--- src/rtl/gen_sequencer_if.sv ---
// Sample stream between gen_sequencer (master) and the downstream filter (slave).
// A sample transfers on a rising clk edge where sample_valid && sample_ready.
interface gen_sequencer_if #(
   parameter int DATA_W = 24
);
   logic [DATA_W-1:0] sample_out;
   logic              sample_valid;
   logic              sample_ready;

   modport master (output sample_out, output sample_valid, input sample_ready);
   modport slave  (input sample_out, input sample_valid, output sample_ready);
endinterface

--- src/rtl/gen_sequencer.sv ---
// Sample-rate scheduler for the sine ROM: divides clk to the sample rate, reads the ROM
// and streams samples to the filter. Define GEN_SEQ_GAIN_EN to add the gain_shift input.
module gen_sequencer #(
   parameter int TABLE_LEN = 40,
   parameter int ADDR_W    = 6,
   parameter int DATA_W    = 24,
   parameter int DIV_W     = 16,
   parameter int CNT_W     = 16
) (
   input  logic              clk,
   input  logic              reset,
   input  logic              start,
   input  logic              stop,
   input  logic [DIV_W-1:0]  div,
   input  logic [CNT_W-1:0]  n_samples,
   output logic [ADDR_W-1:0] rom_addr,
   input  logic [DATA_W-1:0] rom_data,
   gen_sequencer_if.master   strm,
`ifdef GEN_SEQ_GAIN_EN
   input  logic [2:0]        gain_shift,
`endif
   output logic              busy,
   output logic              done,
   output logic [CNT_W-1:0]  overrun_cnt
);

   typedef enum logic [2:0] {
      IDLE,
      WAIT_TICK,
      FETCH,
      CAPTURE,
      PRESENT,
      DONE
   } state_t;

   localparam logic [DIV_W-1:0]  DIV_MIN   = DIV_W'(3);
   localparam logic [ADDR_W-1:0] ADDR_LAST = ADDR_W'(TABLE_LEN - 1);

   state_t            state;
   logic [DIV_W-1:0]  divider;
   logic [DIV_W-1:0]  div_eff;
   logic [CNT_W-1:0]  n_lat;
   logic [CNT_W-1:0]  count;
   logic [CNT_W-1:0]  count_next;
   logic [CNT_W-1:0]  ovr_next;
   logic              tick;
   logic              handshake;
   logic [DATA_W-1:0] shaped;

   assign busy       = (state != IDLE);
   assign tick       = busy && (divider == div_eff);
   assign handshake  = strm.sample_valid && strm.sample_ready;
   assign count_next = count + 1'b1;
   assign ovr_next   = (overrun_cnt == '1) ? overrun_cnt : overrun_cnt + 1'b1;

`ifdef GEN_SEQ_GAIN_EN
   logic [2:0] gain_lat;
   assign shaped = DATA_W'($signed(rom_data) >>> gain_lat);
`else
   assign shaped = rom_data;
`endif

   always_ff @(posedge clk or posedge reset) begin
      if (reset) begin
         state             <= IDLE;
         divider           <= '0;
         div_eff           <= DIV_MIN;
         n_lat             <= '0;
         count             <= '0;
         rom_addr          <= '0;
         strm.sample_out   <= '0;
         strm.sample_valid <= 1'b0;
         done              <= 1'b0;
         overrun_cnt       <= '0;
`ifdef GEN_SEQ_GAIN_EN
         gain_lat          <= '0;
`endif
      end else if (state == IDLE) begin
         if (start) begin
            div_eff     <= (div < DIV_MIN) ? DIV_MIN : div;
            n_lat       <= n_samples;
            divider     <= '0;
            rom_addr    <= '0;
            count       <= '0;
            overrun_cnt <= '0;
`ifdef GEN_SEQ_GAIN_EN
            gain_lat    <= gain_shift;
`endif
            state       <= WAIT_TICK;
         end
      end else begin
         divider <= tick ? '0 : divider + 1'b1;
         // stop outranks everything, including a handshake on the same edge
         if (stop) begin
            state             <= IDLE;
            strm.sample_valid <= 1'b0;
            done              <= 1'b0;
         end else begin
            case (state)
               WAIT_TICK: begin
                  if (tick) state <= FETCH;
               end
               FETCH: begin
                  if (tick) overrun_cnt <= ovr_next;
                  state <= CAPTURE;
               end
               CAPTURE: begin
                  if (tick) overrun_cnt <= ovr_next;
                  strm.sample_out   <= shaped;
                  strm.sample_valid <= 1'b1;
                  rom_addr          <= (rom_addr == ADDR_LAST) ? '0 : rom_addr + 1'b1;
                  state             <= PRESENT;
               end
               PRESENT: begin
                  // a tick landing on the handshake edge is neither an overrun nor carried over
                  if (handshake) begin
                     strm.sample_valid <= 1'b0;
                     count             <= count_next;
                     if ((n_lat != '0) && (count_next == n_lat)) begin
                        done  <= 1'b1;
                        state <= DONE;
                     end else begin
                        state <= WAIT_TICK;
                     end
                  end else if (tick) begin
                     overrun_cnt <= ovr_next;
                  end
               end
               DONE: begin
                  done  <= 1'b0;
                  state <= IDLE;
               end
               default: state <= IDLE;
            endcase
         end
      end
   end

endmodule

--- src/flat_wrapper.sv ---
// flat-port wrapper written by rule: the top's interface ports become plain ports
module gen_sequencer_flat 
#(
   parameter int TABLE_LEN = 40,
   parameter int ADDR_W    = 6,
   parameter int DATA_W    = 24,
   parameter int DIV_W     = 16,
   parameter int CNT_W     = 16
)
  (clk, reset, start, stop, div, n_samples, rom_addr, rom_data, busy, done, overrun_cnt, strm_sample_out, strm_sample_valid, strm_sample_ready);
  gen_sequencer_if #(.DATA_W(DATA_W)) strm_i ();
  input  logic clk;
  input  logic reset;
  input  logic start;
  input  logic stop;
  input  logic [DIV_W-1:0] div;
  input  logic [CNT_W-1:0] n_samples;
  output logic [ADDR_W-1:0] rom_addr;
  input  logic [DATA_W-1:0] rom_data;
  output logic busy;
  output logic done;
  output logic [CNT_W-1:0] overrun_cnt;
  output wire logic [$bits(strm_i.sample_out)-1:0] strm_sample_out;
  output wire logic [$bits(strm_i.sample_valid)-1:0] strm_sample_valid;
  input wire logic [$bits(strm_i.sample_ready)-1:0] strm_sample_ready;
  assign strm_sample_out = strm_i.sample_out;
  assign strm_sample_valid = strm_i.sample_valid;
  assign strm_i.sample_ready = strm_sample_ready;
  gen_sequencer #(.TABLE_LEN(TABLE_LEN), .ADDR_W(ADDR_W), .DATA_W(DATA_W), .DIV_W(DIV_W), .CNT_W(CNT_W)) u_core (.clk(clk), .reset(reset), .start(start), .stop(stop), .div(div), .n_samples(n_samples), .rom_addr(rom_addr), .rom_data(rom_data), .strm(strm_i), .busy(busy), .done(done), .overrun_cnt(overrun_cnt));
endmodule
--- config.mk ---
export PLATFORM = sky130hd
export DESIGN_NAME = gen_sequencer_flat
export DESIGN_NICKNAME = d
export VERILOG_FILES = /design/src/rtl/gen_sequencer_if.sv /design/src/rtl/gen_sequencer.sv /design/src/flat_wrapper.sv
export SDC_FILE = /design/constraint.sdc
export NUM_CORES = 1
export LEC_CHECK = 0
export BUFFER_PORTS_ARGS = -buffer_cell sky130_fd_sc_hd__buf_2
export CAP_MARGIN = 10
export CORE_ASPECT_RATIO = 0.6
export CORE_MARGIN = 2
export CORE_UTILIZATION = 45
export CTS_CLUSTER_SIZE = 8
export DETAILED_ROUTE_END_ITERATION = 16
export GPL_ROUTABILITY_DRIVEN = 0
export GPL_TIMING_DRIVEN = 0
export MAX_ROUTING_LAYER = met4
export PLACE_DENSITY = 0.73
export SLEW_MARGIN = 20
export SYNTH_ARGS = -nofsm -noshare
export SYNTH_HDL_FRONTEND = slang
export SYNTH_SLANG_ARGS = --single-unit
export TNS_END_PERCENT = 10
--- constraint.sdc ---
create_clock -name clk -period 4 [get_ports clk]
set_input_delay 0.4 -clock clk [delete_from_list [all_inputs] [get_ports clk]]
set_output_delay 0.4 -clock clk [all_outputs]
set_load 0.05 [all_outputs]
# [Word level (Yosys, flattened, before mapping)]
# Index checks and enable logic that the tools add are counted.
[classes] n_addsub=4 n_lt_le_gt_ge=1 n_eq_ne=16 muxes=33 bitwise_logic=2 reduce_logical=21
[ops] cell="16-bit 2-to-1 mux" n=13
[ops] cell="16-bit by 1-bit adder with 16-bit output (second input constant)" n=3
[ops] cell="16-bit == test" n=2
[ops] cell="16-bit case mux with 2 select lines" n=1
[ops] cell="6-bit 2-to-1 mux" n=5
[ops] cell="3-bit 2-to-1 mux" n=6
[ops] cell="16-bit == test (second input constant)" n=1
[ops] cell="16-bit by 2-bit < comparator with 1-bit output (second input constant)" n=1
[ops] cell="16-bit nonzero test" n=1
[ops] cell="3-bit case mux with 4 select lines" n=1
[ops] cell="3-bit AND reduction" n=4
[ops] cell="4-bit AND reduction" n=3
[ops] cell="3-bit nonzero test" n=4
[ops] cell="4-bit by 2-bit inequality test with 1-bit output (second input constant)" n=2
[ops] cell="6-bit by 1-bit adder with 6-bit output (second input constant)" n=1
[ops] cell="3-bit by 2-bit == test with 1-bit output (second input constant)" n=2
[ops] cell="3-bit == test (second input constant)" n=2
[ops] cell="6-bit == test (second input constant)" n=1
[ops] cell="3-bit by 2-bit inequality test with 1-bit output (second input constant)" n=2
[ops] cell="2-bit nonzero test" n=3
[ops] cell="1-bit 2-to-1 mux" n=5
[ops] cell="1-bit case mux with 2 select lines" n=2
[ops] cell="3-bit by 1-bit == test with 1-bit output (second input constant)" n=1
[ops] cell="1-bit logical AND" n=3
[ops] cell="7 further kinds" n=8
[word_totals] ff_bits=115 in_bits=61 output_inout_bits=49 wordCells=87

# [Longest topological paths before layout]
[logic_depth] ltp_word=8 ltp_mapped=10 ltp_nobuf=7

# [Worst setup path before layout]
# OpenSTA, ideal clock, no wires.
[synth_timing] kind="reg2reg" from="reg u_core.overrun_cnt[0]" to="reg u_core.overrun_cnt[0]" setup_ps=118 t_arrival_ps=2265 t_required_ps=3882 path_slack_ps=1617 path_stages_with_launch=10 path_buffers=2 synth_period_minus_slack_ps=2383 path_cell_list="dfrtp_1 ha_1 nand2_1 or2_2 o32a_2 o21ai_2 buf_6 buf_2 nor3_1 a21o_1"
[synth_via] elab_chain_cells=7 word_cells_on_any_way=8
[synth_lines] item="start: declaration" line_no="gen_sequencer.sv:24" text="output logic [CNT_W-1:0] overrun_cnt"
[synth_lines] item="start signal: assignment" line_no="gen_sequencer.sv:104" text="if (tick) overrun_cnt <= ovr_next;"
[synth_lines] item="start signal: assignment" line_no="gen_sequencer.sv:108" text="if (tick) overrun_cnt <= ovr_next;"
[synth_lines] item="start signal: assignment" line_no="gen_sequencer.sv:126" text="overrun_cnt <= ovr_next;"
[synth_lines] item="16-bit by 1-bit adder with 16-bit output / 16-bit == test (equally long branches)" line_no="gen_sequencer.sv:54" text="assign ovr_next = (overrun_cnt == '1) ? overrun_cnt : overrun_cnt + 1'b1;"
[synth_lines] item="16-bit 2-to-1 mux" line_no="gen_sequencer.sv:54"
[synth_lines] item="16-bit 2-to-1 mux *" line_no="gen_sequencer.sv:104, gen_sequencer.sv:108, gen_sequencer.sv:125"
[synth_lines] item="16-bit 2-to-1 mux" line_no="gen_sequencer.sv:116" text="if (handshake) begin"
[synth_lines] item="16-bit case mux with 2 select lines *" line_no="gen_sequencer.sv:99" text="case (state)"
[synth_lines] item="16-bit 2-to-1 mux *" line_no="gen_sequencer.sv:94" text="if (stop) begin"
[synth_lines] item="16-bit 2-to-1 mux *" line_no="gen_sequencer.sv:78" text="end else if (state == IDLE) begin"
# Mark *: on every way between the ends. The rest lies on a longest branch, timed or not. The select of a mux whose other input is x is not followed.
# A chain may end at the register's enable or synchronous reset.

# [Worst setup path in the final report]
[layout_timing] from="reg u_core.state[1]" to="reg u_core.div_eff[6]"
[layout_via] elab_chain_cells=2
[layout_lines] item="start: declaration" line_no="gen_sequencer.sv:39" text="state_t state;"
[layout_lines] item="start signal: assignment" line_no="gen_sequencer.sv:65" text="state <= IDLE;"
[layout_lines] item="start signal: assignment" line_no="gen_sequencer.sv:89" text="state <= WAIT_TICK;"
[layout_lines] item="start signal: assignment" line_no="gen_sequencer.sv:95" text="state <= IDLE;"
[layout_lines] item="3-bit logical NOT" line_no="gen_sequencer.sv:78"
[layout_lines] item="2-bit AND reduction (no source line)"
[layout_lines] item="end signal: assignment" line_no="gen_sequencer.sv:80" text="div_eff <= (div < DIV_MIN) ? DIV_MIN : div;"
[layout_lines] item="end: declaration" line_no="gen_sequencer.sv:41" text="logic [DIV_W-1:0] div_eff;"
# No other way between the ends.

==> results.md <==
Detailed routing:
- The detailed-route vias per instance is 5.72.
- The number of nets with antenna violations after detailed routing is 0.
- The via count is 5387.
- The number of iterations in the first detailed-routing pass is 6.
- After detailed routing, the number of remaining DRC violations is 0.
- The iteration-0 DRC count of the detailed router is approximately 530.
- The total wirelength of the detailed-routed design is 16.7 mm.
- After detailed routing, the average wire length per cell comes to between 15 and 20 um.

Worst setup path:
- Together, buffers and inverters on the worst path number 4.
- The number of cells on the worst reg-to-reg path is 8.
- Data on the critical path arrives at its endpoint at roughly 3 ns.
- The kind of cell with the highest combined delay along the critical path is buffers and inverters.
- The required time of the worst setup path is approximately 4.4 ns.
- In this run the critical register-to-register path is launched from u_core.state[1].
- The critical path class is reg -> reg.
- The worst register-to-register path has a setup slack of 1.36 ns.
- The largest driver fanout on the critical path is 10.
- The worst reg2reg path endpoint is u_core.div_eff[6].
- The worst setup path is captured at a flop.
- STA classifies the critical path startpoint as a flop.
- The slowest stage cell on the critical path is sky130_fd_sc_hd__clkbuf_1.
- Walking the worst path, the cells encountered are buf_2 -> nor3_4 -> and2_0 -> clkbuf_1 -> clkbuf_1 -> buf_1 -> nand2_1 -> nand2_1.
- For this run, the slowest stage of the critical path takes 0.60 ns.

Synthesis:
- Sequential elements use between 40% and 50% of the synthesized area.
- The number of nets handed over by synthesis was about 700.
- During synthesis, Yosys emitted a total of 0 warnings.
- The number of synthesized flops with an enable pin is 0.
- Summing every instance area after synthesis gives 5940 sq um.
- The share of async-settable or async-resettable flops after synthesis is 100%.
- Synthesis instantiated 61 different standard cells from the library.
- The average instance in the mapped netlist occupies 9.42 sq um.
- The flip-flop cell with the highest count after synthesis is sky130_fd_sc_hd__dfrtp_1.
- The post-synthesis cell count is 631.
- The register bit count reported by yosys is between 100 and 150.

Clocking:
- TritonCTS built the clock tree.
- CTS placed an instance of sky130_fd_sc_hd__clkbuf_16 at the clock tree root.
- The number of buffers created by CTS is 17.
- In this run, post-CTS hold repair placed 0 buffers.
- The number of sinks driven by the clock tree is ~120.
- After clock tree synthesis, the clock-pin slew on the worst setup and hold paths is approximately 0.060 ns.
- The depth of the CTS H-tree is 4.
- The number of cells upsized or downsized after cts is 0.
- Buffers added to address setup during post-CTS repair amount to 0.
- The clock passes through at most 2 buffers.
- Clock latency on the worst-skew pair, taken at its later pin, is approximately 0.41 ns.

STA:
- The normalized max-slew margin is 50.4%.
- The portion of the clock cycle consumed by the worst path in the final layout is about 66%.
- Setup repair after global routing left no endpoint under its margin.
- The top achievable clock speed is ~380 MHz.
- The sum of negative setup slack is 0 ns.
- The largest clock skew in the final design is about 0.0081 ns.
- The number of hold violations in the final report was 0.
- The number of max-slew violations in the final report was 0.
- Setup violations remaining at the end of the flow were counted as 0.
- For the pin with the worst max-slew slack, the measured transition is ~0.74 ns.
- The shortest period the worst path allows is 2.64 ns.

Pwr:
- The static leakage power is 0.00341 uW.
- Power spread over the standard cell area amounts to 498 nW/um^2.
- IR analysis of the VDD net gives a maximum drop of 0.285 mV.

Global route:
- Entering global routing, the biggest net connects 64 pins.
- The first global-routing pass estimated roughly 28 mm of wire.
- For this run the aggregate overflow at the end of global routing stands at 0.
- The via count of the first global-routing pass is between 5k and 6k.
- The initial antenna violation count is 1.
- The global-route usage over all layers is approximately a quarter.

Finish:
- After routing the design area is 7360 sq um.
- In the final design database the tool counted between 800 and 900 nets.
- Of the cells placed in the final design, the portion with a size suffix greater than 1 is around 26%.
- The count of filler cells inserted in the layout is roughly 1.1k.
- The area growth from synthesis to layout is 23.9%.

Place:
- Summed over all nets, the half-perimeter wirelength after detailed placement is ~12 mm.
- The cell area after placement is 6730 sq um.
- The count of buffers from port buffering is 108.

Floorplanning:
- The die covers 14200 sq um.
- The chip width is approximately 150 um.
- For this design the top-level I/O count stands at 110.
- The effective utilization at floorplan is between 40% and 50%.
- The core region is 12900 sq um.
- The die is about 93 um tall.
- Row generation in the floorplan step produced 32 rows.

Flow run:
- Max-cap violations in this run came to 0.

Min path:
- In this run the worst hold path is classified as in -> async.

Outcome:
- The run finished with clean final reports.
-- worst register-to-register path, delay by kind of cell, from the launching register on --
family / cells / cell delay, ns
buf+inv: 4 / 1.53
simple gates: 4 / 0.70
flops: 1 / 0.35
-- layout make-up --
type / count / area (sq um) / area share (%)
antenna: 1 / 2.50 / 0.0340
buffer: 32 / 160 / 2.18
clock buffer: 23 / 508 / 6.90
clock inverter: 8 / 123 / 1.67
inverter: 4 / 20.0 / 0.272
multi-input combinational: 480 / 2890 / 39.2
sequential: 115 / 2880 / 39.1
tap: 170 / 213 / 2.89
timing repair buffer: 109 / 568 / 7.72
-- registers in the layout, indices dropped and copies added, names as in the netlist --
signal and cells:
u_core.count 16, u_core.div_eff 16, u_core.divider 16, u_core.done 1
u_core.n_lat 16, u_core.overrun_cnt 16, u_core.rom_addr 6, u_core.state 3
u_core.strm.sample_out 24, u_core.strm.sample_valid 1
-- layer usage --
metal	up-vias	wire (um)	track usage, %
met5	-	0	-
met3	21	1440	7.41
met1	2623	7930	35.4
li1	2486	-	-
met4	0	169	6.62
met2	257	7130	36.7
-- power breakdown --
group,switching [uW],internal (uW),total (uW)
Sequential,135,1290,1430
Combinational,384,237,621
Clock,541,1070,1610
-- synthesized netlist by cell type (all sizes together) (5+ instances only) --
library cell / count / area, sq um
nand4: 16 / 121
mux2: 24 / 270
or3: 6 / 37.5
clkbuf: 21 / 78.8
xnor2: 33 / 289
o211ai: 6 / 45.0
o31ai: 10 / 75.1
o21ai: 54 / 274
nand2: 138 / 518
a21oi: 24 / 120
a22o: 5 / 43.8
nor4: 13 / 106
dfrtp: 113 / 2830
or4: 8 / 60.1
nor2: 36 / 135
and3: 11 / 68.8
xor2: 11 / 96.3
nor3: 17 / 101
or2: 5 / 31.3
nand3: 21 / 123
buf: 11 / 81.3
-- through the flow --
step                util, %  setup slack, ns  total power (uW)  hold WS (ns)  std cells
floorplan                 -            0.559              1850         0.466        631
global placement       52.1           -0.683              2020         0.486        909
detailed placement     52.3             1.41              2050         0.488        910
CTS                    57.3             1.39              3670        0.0894        941
global route           57.3             1.13              3810         0.113        942
finish                 57.3             1.36              3660        0.0699        942
-- worst max-delay path by stage --
stage / slack (ns) / start / cells after the start / end
global placement: -0.68 / reset / 2 / u_core.div_eff[3]
CTS: 1.39 / u_core.state[1] / 8 / u_core.div_eff[6]
floorplan: 0.56 / reset / 1 / u_core.count[0]
detailed placement: 1.41 / u_core.state[1] / 7 / u_core.rom_addr[2]
finish: 1.36 / u_core.state[1] / 8 / u_core.div_eff[6]
global route: 1.13 / u_core.state[1] / 8 / u_core.div_eff[6]
-- cell usage in the layout (no fill, tap or decap), types with 14 or more instances in the layout --
cell type and n:
sky130_fd_sc_hd__nand2_1 138, sky130_fd_sc_hd__dfrtp_1 113, sky130_fd_sc_hd__buf_2 110, sky130_fd_sc_hd__o21ai_0 52
sky130_fd_sc_hd__nor2_1 36, sky130_fd_sc_hd__xnor2_1 33, sky130_fd_sc_hd__a21oi_1 24, sky130_fd_sc_hd__mux2_2 24
sky130_fd_sc_hd__clkbuf_1 21, sky130_fd_sc_hd__nand3_1 19, sky130_fd_sc_hd__clkbuf_16 17, sky130_fd_sc_hd__nor3_1 15
sky130_fd_sc_hd__nand4_1 14
-- cells by family (layout without fill, tap and decap cells) --
kind of cell / count (synthesis) / in the layout / synth area share (%)
simple gates: 289 / 289 / 24.3
compound gates: 116 / 116 / 11.9
flops: 115 / 115 / 48.5
xor+xnor: 44 / 44 / 6.49
buf+inv: 36 / 176 / 2.95
mux: 27 / 27 / 5.05
fa+ha+maj: 4 / 4 / 0.842
other cells: 0 / 1 / 0
No activity file was read; power rests on OpenSTA's default activity.
